--- src/rtl/apb_req_arbiter.sv ---
// Round-robin arbiter that funnels NUM_REQ simple requesters onto one APB4 master port.
// Optional ACCESS-phase PREADY timeout is built when APB_TIMEOUT_EN is defined.
module apb_req_arbiter #(
  parameter int unsigned NUM_REQ     = 2,
  parameter int unsigned TIMEOUT_CYC = 16
) (
  input  logic                   HCLK,
  input  logic                   HRESET,
  input  logic [NUM_REQ-1:0]     req_valid,
  input  logic [NUM_REQ*32-1:0]  req_addr,
  input  logic [NUM_REQ*32-1:0]  req_wdata,
  input  logic [NUM_REQ-1:0]     req_write,
  input  logic [NUM_REQ*4-1:0]   req_strb,
  output logic [NUM_REQ-1:0]     req_ready,
  output logic [NUM_REQ-1:0]     rsp_valid,
  output logic [31:0]            rsp_rdata,
  output logic                   rsp_err,
  output logic [31:0]            PADDR,
  output logic [31:0]            PWDATA,
  output logic                   PWRITE,
  output logic                   PSEL,
  output logic                   PENABLE,
  output logic [3:0]             PSTRB,
  input  logic [31:0]            PRDATA,
  input  logic                   PSLVERROR,
  input  logic                   PREADY
);

  localparam int unsigned GW = (NUM_REQ > 1) ? $clog2(NUM_REQ) : 1;

  typedef enum logic [1:0] {IDLE, SETUP, ACCESS} state_t;

  state_t          state_q, state_d;
  logic [GW-1:0]   last_grant_q;
  logic [GW-1:0]   grant_idx;
  logic            grant_found;
  logic            xfer_done;
  logic            arb_en;
  logic            tmo_hit;
  int unsigned     rr_idx;

  logic [31:0] addr_a  [NUM_REQ];
  logic [31:0] wdata_a [NUM_REQ];
  logic [3:0]  strb_a  [NUM_REQ];

  if (NUM_REQ < 2 || NUM_REQ > 8 || TIMEOUT_CYC == 0) begin : g_param_check
    $error("apb_req_arbiter: NUM_REQ must be 2..8 and TIMEOUT_CYC nonzero");
  end

  for (genvar g = 0; g < NUM_REQ; g++) begin : g_unpack
    assign addr_a[g]  = req_addr[g*32 +: 32];
    assign wdata_a[g] = req_wdata[g*32 +: 32];
    assign strb_a[g]  = req_strb[g*4 +: 4];
  end

`ifdef APB_TIMEOUT_EN
  localparam int unsigned TW = $clog2(TIMEOUT_CYC + 1);
  logic [TW-1:0] tmo_cnt_q;

  // Counts PREADY-low ACCESS cycles; the transfer is abandoned on the TIMEOUT_CYC-th one.
  always_ff @(posedge HCLK) begin
    if (HRESET || state_d == SETUP) begin
      tmo_cnt_q <= '0;
    end else if (state_q == ACCESS && !PREADY) begin
      tmo_cnt_q <= tmo_cnt_q + TW'(1);
    end
  end

  assign tmo_hit = (state_q == ACCESS) && !PREADY && (tmo_cnt_q == TW'(TIMEOUT_CYC - 1));
`else
  assign tmo_hit = 1'b0;
`endif

  assign xfer_done = (state_q == ACCESS) && (PREADY || tmo_hit);
  assign arb_en    = (state_q == IDLE) || xfer_done;

  // Next state, round-robin pick (search from last_grant+1) and the accept pulse.
  always_comb begin
    state_d     = state_q;
    grant_found = 1'b0;
    grant_idx   = '0;
    rr_idx      = 0;
    req_ready   = '0;

    for (int k = 1; k <= NUM_REQ; k++) begin
      rr_idx = (32'(last_grant_q) + 32'(k)) % NUM_REQ;
      for (int i = 0; i < NUM_REQ; i++) begin
        if (!grant_found && rr_idx == 32'(i) && req_valid[i]) begin
          grant_found = 1'b1;
          grant_idx   = GW'(i);
        end
      end
    end

    case (state_q)
      IDLE:    if (grant_found) state_d = SETUP;
      SETUP:   state_d = ACCESS;
      ACCESS:  if (xfer_done) state_d = grant_found ? SETUP : IDLE;
      default: state_d = IDLE;
    endcase

    if (arb_en && grant_found && !HRESET) begin
      req_ready[grant_idx] = 1'b1;
    end
  end

  // State register, latched command and registered APB / response outputs.
  always_ff @(posedge HCLK) begin
    if (HRESET) begin
      state_q      <= IDLE;
      last_grant_q <= GW'(NUM_REQ - 1);
      PSEL         <= 1'b0;
      PENABLE      <= 1'b0;
      PWRITE       <= 1'b0;
      PADDR        <= '0;
      PWDATA       <= '0;
      PSTRB        <= '0;
      rsp_valid    <= '0;
      rsp_rdata    <= '0;
      rsp_err      <= 1'b0;
    end else begin
      state_q <= state_d;
      PSEL    <= (state_d != IDLE);
      PENABLE <= (state_d == ACCESS);

      if (arb_en && grant_found) begin
        last_grant_q <= grant_idx;
        PADDR        <= addr_a[grant_idx];
        PWDATA       <= wdata_a[grant_idx];
        PWRITE       <= req_write[grant_idx];
        PSTRB        <= req_write[grant_idx] ? strb_a[grant_idx] : 4'b0000;
      end

      rsp_valid <= '0;
      rsp_rdata <= '0;
      rsp_err   <= 1'b0;
      if (xfer_done) begin
        rsp_valid[last_grant_q] <= 1'b1;
        rsp_err                 <= tmo_hit ? 1'b1 : PSLVERROR;
        rsp_rdata               <= (PWRITE || tmo_hit) ? 32'h0 : PRDATA;
      end
    end
  end

endmodule

--- config.mk ---
export PLATFORM = sky130hd
export DESIGN_NAME = apb_req_arbiter
export DESIGN_NICKNAME = d
export VERILOG_FILES = /design/src/rtl/apb_req_arbiter.sv
export SDC_FILE = /design/constraint.sdc
export NUM_CORES = 1
export LEC_CHECK = 0
export CELL_PAD_IN_SITES_DETAIL_PLACEMENT = 2
export CELL_PAD_IN_SITES_GLOBAL_PLACEMENT = 2
export CORE_UTILIZATION = 18
export CTS_CLUSTER_DIAMETER = 50
export DETAILED_ROUTE_END_ITERATION = 8
export HOLD_SLACK_MARGIN = 0.08
export PLACE_DENSITY_LB_ADDON = 0.12
export SKIP_CTS_REPAIR_TIMING = 1
export SYNTH_ARGS = -nofsm -noshare
export SYNTH_HDL_FRONTEND = slang
export SYNTH_SLANG_ARGS = --single-unit
--- constraint.sdc ---
create_clock -name HCLK -period 1.3 [get_ports HCLK]
set_input_delay 0.195 -clock HCLK [delete_from_list [all_inputs] [get_ports HCLK]]
set_output_delay 0.195 -clock HCLK [all_outputs]
set_load 0.005 [all_outputs]
# Word level (Yosys, flattened, before mapping)
# Index checks and enable logic that the tools add are counted.
# Widths: inputs -> output; s select.
# word_totals
regBits	109
latch_bits	0
ramBits	0
mem_bits_ro	0
inputBits	176
wordCells	74
n_memories	0
# classes
add_sub_neg	2
multipliers	0
div	0
n_lt_le_gt_ge	5
eq_ne	3
n_shift	0
muxes	28
n_bitwise	2
reduce_logical	23
# op_table
cell	n
$mux 32	6
$logic_not 32->1	2
$mux 4	4
$logic_and 1x1->1	12
$mux 1	12
$mux 2	3
$pmux 2 s3	1
$eq 2x2->1 const B	2
$logic_not 1->1	4
$lt 1x2->1 const B	2
$reduce_or 3->1	1
$add 1x1->1 const B	2
$demux 1 s1	2
$eq 2x1->1 const B	1
$ge 1x1->1 const B	2
$ge 2x2->1 const B	1
$logic_not 2->1	1
$not 1->2	1
$reduce_bool 2->1	1
$reduce_or 2->1	1
$logic_or 1x1->1	1
$not 1->1	1

# Logic depth before layout (Yosys ltp)
# Gate-level depths: netlist of run 1.
# logic_depth
word_depth	21
mapped_depth	6
mapped_depth_nobuf	3

# Least setup slack after synthesis of run 1
# Ideal clock, no wire load.
# synth_timing
path_type	register to register
start	register state_q[0]
end	register PADDR[29]
setup_ns	0.125
arrival_ns	1.124
slack_ns	0.051
path_stages_with_launch	6
n_path_buf	2
period_less_slack_ns	1.249
path_cell_list	dfxtp_1 -> o21bai_1 -> o21a_1 -> buf_4 -> buf_4 -> o2bb2ai_1
# synth_via
elab_chain_len	4
word_cells_on_any_way	5
# synth_rtl
element	line	source
start, declared	33	state_t state_q, state_d;
start signal, assigned	122	state_q <= state_d;
$eq 2x2->1	74	assign xfer_done = (state_q == ACCESS) && (PREADY || tmo_hit);
$logic_and 1x1->1	74	
$logic_or 1x1->1 (*)	75	assign arb_en = (state_q == IDLE) || xfer_done;
$logic_and 1x1->1 (*)	126	if (arb_en && grant_found) begin
end signal, assigned	128	PADDR <= addr_a[grant_idx];
end, declared	18	output logic [31:0] PADDR,
# Mark *: on every way between the ends. The rest lies on a longest branch, timed or not.
# A chain may end at the register's enable or synchronous reset.

# Worst setup path in the final report of run 1
# layout_timing
start	register state_q[0]
end	output req_ready[1]
# layout_via
elab_chain_len	6
word_cells_on_any_way	7
# layout_rtl
element	line	source
$eq 2x2->1	74	
$logic_and 1x1->1	74	
$logic_or 1x1->1 (*)	75	
$logic_and 1x1->1 (*) (2 in a row)	102	if (arb_en && grant_found && !HRESET) begin
$mux 2 (*)	102	
end, declared	14	output logic [NUM_REQ-1:0] req_ready,
# Marks and branches as above.

==> metrics.csv, run 1 <==
stage,metric,value,unit
route,drtIter0Drc,77,
timing,rsz0062_at_grt,yes,
placed_design,place_ws,-607.5,ps
die,die-area,0.02293,mm²
timing,slew_headroom,78.65,%
route,ant_nets,0,
global_route,antenna_found_initial,0,
clocking,path_clk_slew,80,ps
timing,clock_skew,12.58,ps
finish,layout.nets,826,
placed_design,port_buffers,283,
die,core_area,0.02189,mm²
timing,setup_viol,104,
setup_path,critical_path_arrival,1340,ps
global_route,grt_max_degree,43,
clocking,cts_buffers,9,
clocking,cts_buffer_depth,2,
timing,report.final.slew_viol_count,0,
setup_path,crit_type,flip-flop to primary output,
synth,synth_area_leader_cell,dfxtp_1,
route,routed_wl,17440,µm
global_route,gr-total-overflow,0,
clocking,clock_latency,360,ps
clocking,cts.sinks,109,
die,pin_count,284,
placed_design,gp_congestion,0.6899,
timing,post-route-period-util,118.1,%
finish,diodes,0,
timing,hold_violations,0,
timing,fmax,651.5,MHz
synth,syn_avg_cell_area,11.86,µm²
setup_path,critPathRequiredTime,1110,ps
setup_path,worstSetupStartpointType,flip-flop,
power_and_ir_drop,power.total,0.008440,W
global_route,grt_pass1_wl,23500,µm
outcome,status,"complete, but fails checks",
setup_path,cp_max_fo,3,
finish,fillers,2274,
synth,yosysTopAreaCellShare,54.30,%
synth,syn_area,0.004019,mm²
timing,min_period,1535,ps
clocking,tritoncts,done,
global_route,grt_usage,13.70,%
global_route,grt_pass1_vias,4197,
power_and_ir_drop,peakVddDrop,0.5879,mV
synth,yosysWarnings,0,
die,dieWidth,151.4,µm
job,cap_violations,0,
route,vias,3947,
outcome,violations,negative setup slack,
route,wl_per_cell,18.65,µm
clocking,htree_levels,3,
synth,synth.area.top_cells,"dfxtp_1 54%, mux2i_1 16%, o2bb2ai_1 14%",
die,rows,54,
power_and_ir_drop,p_leak,4.814,nW
finish,drive_gt1_share,16.34,%
route,drcViolationCount,0,
clocking,cts-root-buf,clkbuf_16,
die,initial_utilization,18.36,%
timing,hold_slack,226.9,ps
synth,syn_inst,339,
power_and_ir_drop,power_density,1011,mW/mm²
timing,setup_ws,-234.8,ps
synth,synth-seq-cells,109,
synth,synthesis.nets,515,
synth,ys_seq_area_share,54.30,%
finish,syn2layout_area_growth,107.7,%
die,die-height,151.4,µm
route,vias_per_cell,4.221,
worst_hold_path,hp-class,primary input to flip-flop,
setup_path,critPathCaptureType,primary output,
timing,worst_slew_pin_slew,318.8,ps
placed_design,dpl.hpwl,12660,µm
synth,yosysUniqueCellTypes,25,
route,first_pass_iters,3,
[cells in the final DEF (no fill, tap or decap), types with 2 or more instances in the layout]
master | synthesis | layout
o211ai_1 | 5 | 5
o221ai_2 | 0 | 2
mux2i_1 | 65 | 56
buf_12 | 0 | 9
buf_8 | 1 | 2
mux2i_2 | 0 | 8
buf_6 | 1 | 3
and2_4 | 0 | 5
buf_4 | 11 | 22
clkinvlp_4 | 0 | 2
o221ai_1 | 4 | 2
nor2_4 | 0 | 2
inv_1 | 13 | 13
dfxtp_1 | 109 | 94
dlymetal6s2s_1 | 0 | 109
dfxtp_2 | 0 | 15
nor2_1 | 8 | 5
clkbuf_16 | 0 | 15
and2_1 | 33 | 28
o2bb2ai_2 | 0 | 5
clkdlybuf4s50_1 | 0 | 172
o2bb2ai_1 | 65 | 60
inv_6 | 0 | 3
[state kept, by name (all words and copies together), names as in the netlist]
register	flops
PADDR	32
state_q	2
PWDATA	32
rsp_rdata	32
PWRITE	1
rsp_err	1
PSEL	1
last_grant_q	1
rsp_valid	2
PENABLE	1
PSTRB	4
[cells in the mapped netlist]
cell type  number
dfxtp_1       109
mux2i_1        65
o2bb2ai_1      65
and2_1         33
inv_1          13
buf_4          11
nor2_1          8
buf_2           6
clkbuf_1        6
o211ai_1        5
o221ai_1        4
a21boi_2        1
a2bb2oi_1       1
and2b_1         1
buf_6           1
buf_8           1
mux2_2          1
nand2b_1        1
nand4_1         1
nand4bb_1       1
nor2b_1         1
o2111ai_1       1
o21a_1          1
o21ai_1         1
o21bai_1        1
[final cells by class]
| cell class | instances | area (µm²) | share of cell area, % |
|---|---|---|---|
| Tap cell | 280 | 350.3 | 4.197 |
| Timing Repair Buffer | 325 | 3655 | 43.78 |
| Clock buffer | 10 | 239.0 | 2.863 |
| Clock inverter | 6 | 52.55 | 0.6295 |
| Multi-Input combinational cell | 192 | 1802 | 21.58 |
| Sequential cell | 109 | 2201 | 26.36 |
| Inverter | 13 | 48.80 | 0.5845 |
[path summary, 6_finish.rpt]
check | start | end | slack, ps | cells past startpoint
setup reg to reg | state_q[0] | PWDATA[4] | -180 | 6
setup / recovery | state_q[0] | req_ready[1] | -230 | 5
hold / removal | HRESET | state_q[1] | 230 | 3
hold reg to reg | PADDR[0] | PADDR[0] | 460 | 1
[cell families after synthesis]
| kind of cell | synth area share [%] |
|---|---|
| AOI/OAI and AO/OA | 17.19 |
| buffers and inverters | 5.230 |
| DFF | 54.30 |
| muxes | 16.47 |
| and+or+nand+nor | 6.819 |
[power breakdown]
group	leakage [nW]	switching, W	total [W]	internal [W]
logic	3.78	0.000690	0.00194	0.00125
clock network	0.138	0.00140	0.00279	0.00139
registers	0.899	0.000129	0.00371	0.00358
[worst max-delay path: stages, from the launching register on]
cell	delay, ps
dfxtp_2	340
nor2_2	90
o211ai_1	160
buf_4	180
nor2b_2	100
clkbuf_2	110
[through the flow]
stage,area [µm²],utilization [%],setup TNS (ps),cells
floorplan,4019,-,0,339
finish,8348,38.13,-12810,935
global route,8348,38.13,-18740,935
global placement,7332,33.49,-42840,903
CTS,7624,34.83,-21310,919
detailed placement,7332,33.49,-46700,903
[per-layer routing]
layer	vias to the layer above	global-route usage, %	routed length (µm)
met2	183	23.63	8668
met1	1904	14.84	6643
met4	0	3.900	166
met5	-	0	0
li1	1848	-	-
met3	12	6.446	1963
Power figures use the tool's default switching activity.
==> run 2, diff against run 1 <==
RECOVER_POWER = 50   (was unset)
==> run 2 against run 1 <==
  * Critical path depth unchanged
  * The run still ends with negative setup slack left
  * First-iteration DRC count decreased by 6.5%
  * Clock power about the same
  * Total power about the same
  * Sequential cell count unchanged
  * Hold slack got worse by 2.2 ps
  * Die area unchanged
  * Sequential share of layout area increased by 0.078 points
  * Non-clock buffer count unchanged
  * Setup slack got worse by 1.1 ps
  * Largest cell class unchanged
  * Clock skew about the same
==> metrics.csv, run 2 (synthesis gave the netlist of run 1 again) <==
stage,metric,value,unit,change
outcome,status,"complete, but fails checks",,
outcome,violations,negative setup slack,,
timing,slew_headroom,78.65,%,unchanged
global_route,grt_usage,13.70,%,unchanged
timing,fin_tns_setup,-12920,ps,-112.2 ps
placed_design,port_buffers,283,,unchanged
die,die-area,0.02293,mm²,unchanged
finish,mostFrequentLayoutCell,clkdlybuf4s50_1,,
setup_path,critPathCaptureType,primary output,,
setup_path,critPathRequiredTime,1110,ps,about the same
clocking,cts_buffers,9,,unchanged
clocking,htree_levels,3,,unchanged
timing,setup_ws,-235.9,ps,-1.100 ps
finish,drive_gt1_share,15.88,%,-0.46 points
placed_design,gp_congestion,0.6899,,unchanged
setup_path,cp_max_fo,3,,unchanged
global_route,grt_pass1_vias,4197,,unchanged
power_and_ir_drop,p_leak,4.550,nW,-5.5%
setup_path,cp_cell_sequence,"nor2_2, o211ai_1, buf_4, nor2b_2, clkbuf_2",,
route,vias,3946,,-0.025%
timing,rsz0062_at_grt,yes,,
route,vias_per_cell,4.220,,about the same
setup_path,critical_path_arrival,1340,ps,about the same
placed_design,dp_cells,903,,unchanged
clocking,path_clk_slew,80,ps,about the same
timing,hold_violations,0,,unchanged
timing,setup_viol,104,,unchanged
finish,layout.nets,826,,unchanged
job,cap_violations,0,,unchanged
route,drcViolationCount,0,,unchanged
finish,final_cells,935,,unchanged
die,initial_utilization,18.36,%,unchanged
die,rows,54,,unchanged
worst_hold_path,hp-class,primary input to flip-flop,,
clocking,cts.sinks,109,,unchanged
setup_path,crit_type,flip-flop to primary output,,
global_route,grt_pass1_wl,23500,µm,unchanged
timing,clock_skew,12.81,ps,+0.2297 ps
finish,top_regs,"PADDR (32), PWDATA (32), rsp_rdata (32)",,
setup_path,slowest_stage,dfxtp_2,,
route,drtIter0Drc,72,,-6.5%
clocking,clock_latency,360,ps,about the same
route,first_pass_iters,3,,unchanged
power_and_ir_drop,peakVddDrop,0.5880,mV,about the same
power_and_ir_drop,power_density,1016,mW/mm²,+0.45%
timing,post-route-period-util,118.1,%,about the same
die,pin_count,284,,unchanged
clocking,cts-root-buf,clkbuf_16,,
clocking,cts_buffer_depth,2,,unchanged
placed_design,place_ws,-607.5,ps,unchanged
setup_path,critPathBufInv,2,,unchanged
finish,syn2layout_area_growth,106.8,%,
finish,final_cell_mix,"172 x clkdlybuf4s50_1, 97 x dfxtp_1, 95 x dlymetal6s2s_1, 60 x o2bb2ai_1, 56 x mux2i_1",,
timing,min_period,1536,ps,+1.100 ps
placed_design,place_area,0.007332,mm²,unchanged
setup_path,crit_family,flip-flops,,
global_route,antenna_found_initial,0,,unchanged
route,wl_per_cell,18.67,µm,about the same
timing,fmax,651.1,MHz,about the same
global_route,gr-total-overflow,0,,unchanged
setup_path,worstSetupStartpointType,flip-flop,,
finish,final_cell_area,0.008309,mm²,-0.46%
die,dieWidth,151.4,µm,unchanged
die,die-height,151.4,µm,unchanged
timing,report.final.slew_viol_count,0,,unchanged
setup_path,cp_slowest_stage_delay,340,ps,about the same
global_route,grt_max_degree,43,,unchanged
clocking,tritoncts,done,,
route,routed_wl,17460,µm,about the same
placed_design,dpl.hpwl,12660,µm,unchanged
route,ant_nets,0,,unchanged
die,core_area,0.02189,mm²,unchanged
timing,worst_slew_pin_slew,318.8,ps,unchanged
finish,diodes,0,,unchanged
run 2: cell count changes in the layout (fill, tap and decap cells not counted):
cell	change
dfxtp_2	-3
dlymetal6s2s_1	-14
dfxtp_1	+3
clkdlybuf4s25_1	+14
run 2: per-layer routing:
layer / global-route usage [%] / up-vias / share of wire [%]
li1: - / 1848 / -
met1: 14.84 / 1903 / 38
met2: 23.63 / 183 / 50
met3: 6.446 / 12 / 11
met4: 3.900 / 0 / 0.95
met5: 0 / - / 0
run 2: path summary, 6_finish.rpt:
check | cells past startpoint | end | startpoint | slack, ps
min | 3 | state_q[1] | HRESET | 220
max reg2reg | 6 | PWDATA[4] | state_q[0] | -180
max | 5 | req_ready[1] | state_q[0] | -240
min reg2reg | 1 | PADDR[0] | PADDR[0] | 460
run 2: per-stage QoR:
stage                     power (W)  utilization [%]  hold slack [ps]
after floorplan            0.004318                -            267.4
after global placement     0.005564            33.49            443.3
after detailed placement   0.005606            33.49            448.6
after CTS                  0.008484            34.83            366.8
after global routing       0.008887            37.96            239.6
final                      0.008438            37.96            224.7
run 2: layout make-up:
cell class	instances	area, µm²
Clock buffer	10	239.0
Clock inverter	6	52.55
Fill cell	2282	13580
Inverter	13	48.80
Multi-Input combinational cell	192	1802
Sequential cell	109	2197
Tap cell	280	350.3
Timing Repair Buffer	325	3620
run 2: power breakdown:
part           switching [W]  internal, W
combinational       0.000690      0.00125
clock                0.00140      0.00139
sequential          0.000130      0.00358
total                0.00222      0.00622
run 2: tightest hold or removal path: cells and delay by family:
family / cells / cell delay, ps
buffers and inverters: 2 / 290
AND/OR/NAND/NOR: 1 / 50
==> run 3, diff against run 2 <==
CORE_ASPECT_RATIO = 0.7   (was unset)
CORE_UTILIZATION = 21   (was 18)
SETUP_SLACK_MARGIN = 0.2   (was unset)
clock period = 1.9 ns   (was 1.3 ns; I/O delays follow)
==> run 3 against run 2 <==
  * The flow now finishes without violations
  * Sequential cell count did not move
  * Register-to-register slack better by 500 ps
  * Hold slack improved by 240 ps
  * Global-route usage rose by 2.2 points
  * Non-clock buffer count fell by 26
  * Via count shrank 4.4%
  * Sequential power is 32% lower
  * Routed wire length is 7.8% lower
  * Critical endpoint unchanged
  * Highest routed layer unchanged
==> metrics.csv, run 3 (synthesis gave the netlist of run 1 again) <==
stage,metric,value,unit,change
die,core_area,0.01837,mm²,-16%
clocking,clock_latency,350,ps,about the same
timing,rsz0062_at_grt,yes,,
job,cap_violations,0,,unchanged
setup_path,cp_slowest_stage_delay,420,ps,+80 ps
die,die-height,117.7,µm,-22%
power_and_ir_drop,power_density,749.5,mW/mm²,-26%
timing,clock_skew,9.279,ps,-3.530 ps
global_route,grt_usage,15.91,%,+2.2 points
setup_path,slowest_stage,clkdlybuf4s50_1,,
finish,diodes,0,,unchanged
finish,mostFrequentLayoutCell,clkdlybuf4s50_1,,
timing,hold_slack,464.6,ps,+239.9 ps
global_route,grt_pass1_vias,4080,,-2.8%
route,wl_per_cell,18.64,µm,-0.18%
placed_design,gp_congestion,0.7552,,+9.5%
setup_path,worstSetupStartpointType,primary input,,
die,die-area,0.01970,mm²,-14%
worst_hold_path,hp-class,flip-flop to flip-flop,,
global_route,grt_pass1_wl,24050,µm,+2.3%
outcome,status,finished clean,,
clocking,cts.sinks,109,,unchanged
placed_design,port_buffers,283,,unchanged
clocking,htree_levels,3,,unchanged
finish,final_cell_mix,"241 x clkdlybuf4s50_1, 109 x dfxtp_1, 65 x mux2i_1, 65 x o2bb2ai_1, 37 x dlygate4sd3_1",,
clocking,cts-root-buf,clkbuf_16,,
die,rows,41,,-24%
global_route,gr-total-overflow,0,,unchanged
route,routed_wl,16100,µm,-7.8%
clocking,tritoncts,done,,
finish,fillers,1930,,-15%
route,drcViolationCount,0,,unchanged
route,drtIter0Drc,122,,+69%
global_route,grt_max_degree,42,,-2.3%
timing,worst_slew_pin_slew,627.8,ps,+309.0 ps
setup_path,critical_path_arrival,1360,ps,+20 ps
timing,hold_violations,0,,unchanged
die,initial_utilization,21.88,%,+3.5 points
global_route,antenna_found_initial,0,,unchanged
power_and_ir_drop,p_leak,2.972,nW,-35%
route,first_pass_iters,4,,+1
timing,report.final.slew_viol_count,0,,unchanged
route,vias_per_cell,4.367,,+3.5%
timing,setup_viol,0,,-100%
route,ant_nets,0,,unchanged
timing,slew_headroom,58.14,%,-21 points
route,vias,3773,,-4.4%
clocking,path_clk_slew,70,ps,about the same
finish,drive_gt1_share,5.732,%,-10 points
finish,syn2layout_area_growth,87.64,%,
clocking,cts_buffer_depth,2,,unchanged
die,dieWidth,167.3,µm,+11%
die,pin_count,284,,unchanged
placed_design,dpl.hpwl,12340,µm,-2.5%
power_and_ir_drop,power.total,0.005652,W,-33%
power_and_ir_drop,peakVddDrop,0.3318,mV,-44%
setup_path,critPathCaptureType,primary output,,
timing,min_period,1645,ps,
setup_path,crit_type,primary input to primary output,,
timing,fin_tns_setup,0,ps,+12920 ps
finish,layout.nets,800,,-3.1%
clocking,cts_buffers,9,,unchanged
timing,post-route-period-util,86.57,%,
setup_path,cp_cell_sequence,"clkdlybuf4s50_1, nor2_1, o211ai_1, buf_4, nor2b_1, clkbuf_2",,
setup_path,critPathRequiredTime,1620,ps,+510 ps
setup_path,cp_max_fo,4,,+1
finish,top_regs,"PADDR (32), PWDATA (32), rsp_rdata (32)",,
timing,fmax,607.9,MHz,
-- run 3: worst max-delay path, delay by kind of cell --
kind | cells | cell delay, ps
buffers and inverters | 3 | 700
and+or+nand+nor | 2 | 260
AOI/OAI and AO/OA | 1 | 110
-- run 3: final timing paths --
path         startpoint  slack [ps]           end  depth (start not counted)
max              HRESET         260  req_ready[1]                          6
min            PADDR[3]         460      PADDR[3]                          1
max reg2reg  state_q[1]         320          PSEL                          5
min reg2reg    PADDR[3]         460      PADDR[3]                          1
-- run 3: per-layer routing --
layer | share of wire [%] | track usage (%) | vias to the layer above
met5 | 0 | 0 | -
met4 | 1.2 | 4.472 | 0
met3 | 7.1 | 5.514 | 12
met2 | 49 | 27.27 | 130
met1 | 42 | 18.70 | 1830
li1 | - | - | 1801
-- run 3: metrics by stage --
stage	std cells	worst slack, ps	utilization, %	area, µm²
finish	864	255.1	41.06	7541
global route	864	120.5	41.06	7541
CTS	861	-159.4	40.58	7452
detailed placement	846	-176.8	38.96	7154
global placement	846	-181.2	38.96	7154
floorplan	339	571.5	-	4019
-- run 3: area by class of cell --
| class | instances | area (µm²) | area share [%] |
|---|---|---|---|
| tap | 236 | 295.3 | 3.916 |
| clock buffer | 9 | 225.2 | 2.987 |
| inverter | 13 | 48.80 | 0.6471 |
| sequential | 109 | 2182 | 28.94 |
| timing repair buffer | 299 | 3060 | 40.58 |
| multi-input combinational | 192 | 1657 | 21.97 |
| clock inverter | 6 | 72.57 | 0.9623 |
-- run 3: power by group --
| group | switching, W | leakage [nW] | internal [W] |
|---|---|---|---|
| combinational | 0.000427 | 1.94 | 0.000778 |
| clock | 0.000887 | 0.142 | 0.00103 |
| sequential | 0.0000862 | 0.893 | 0.00245 |
| total | 0.00140 | 2.97 | 0.00425 |
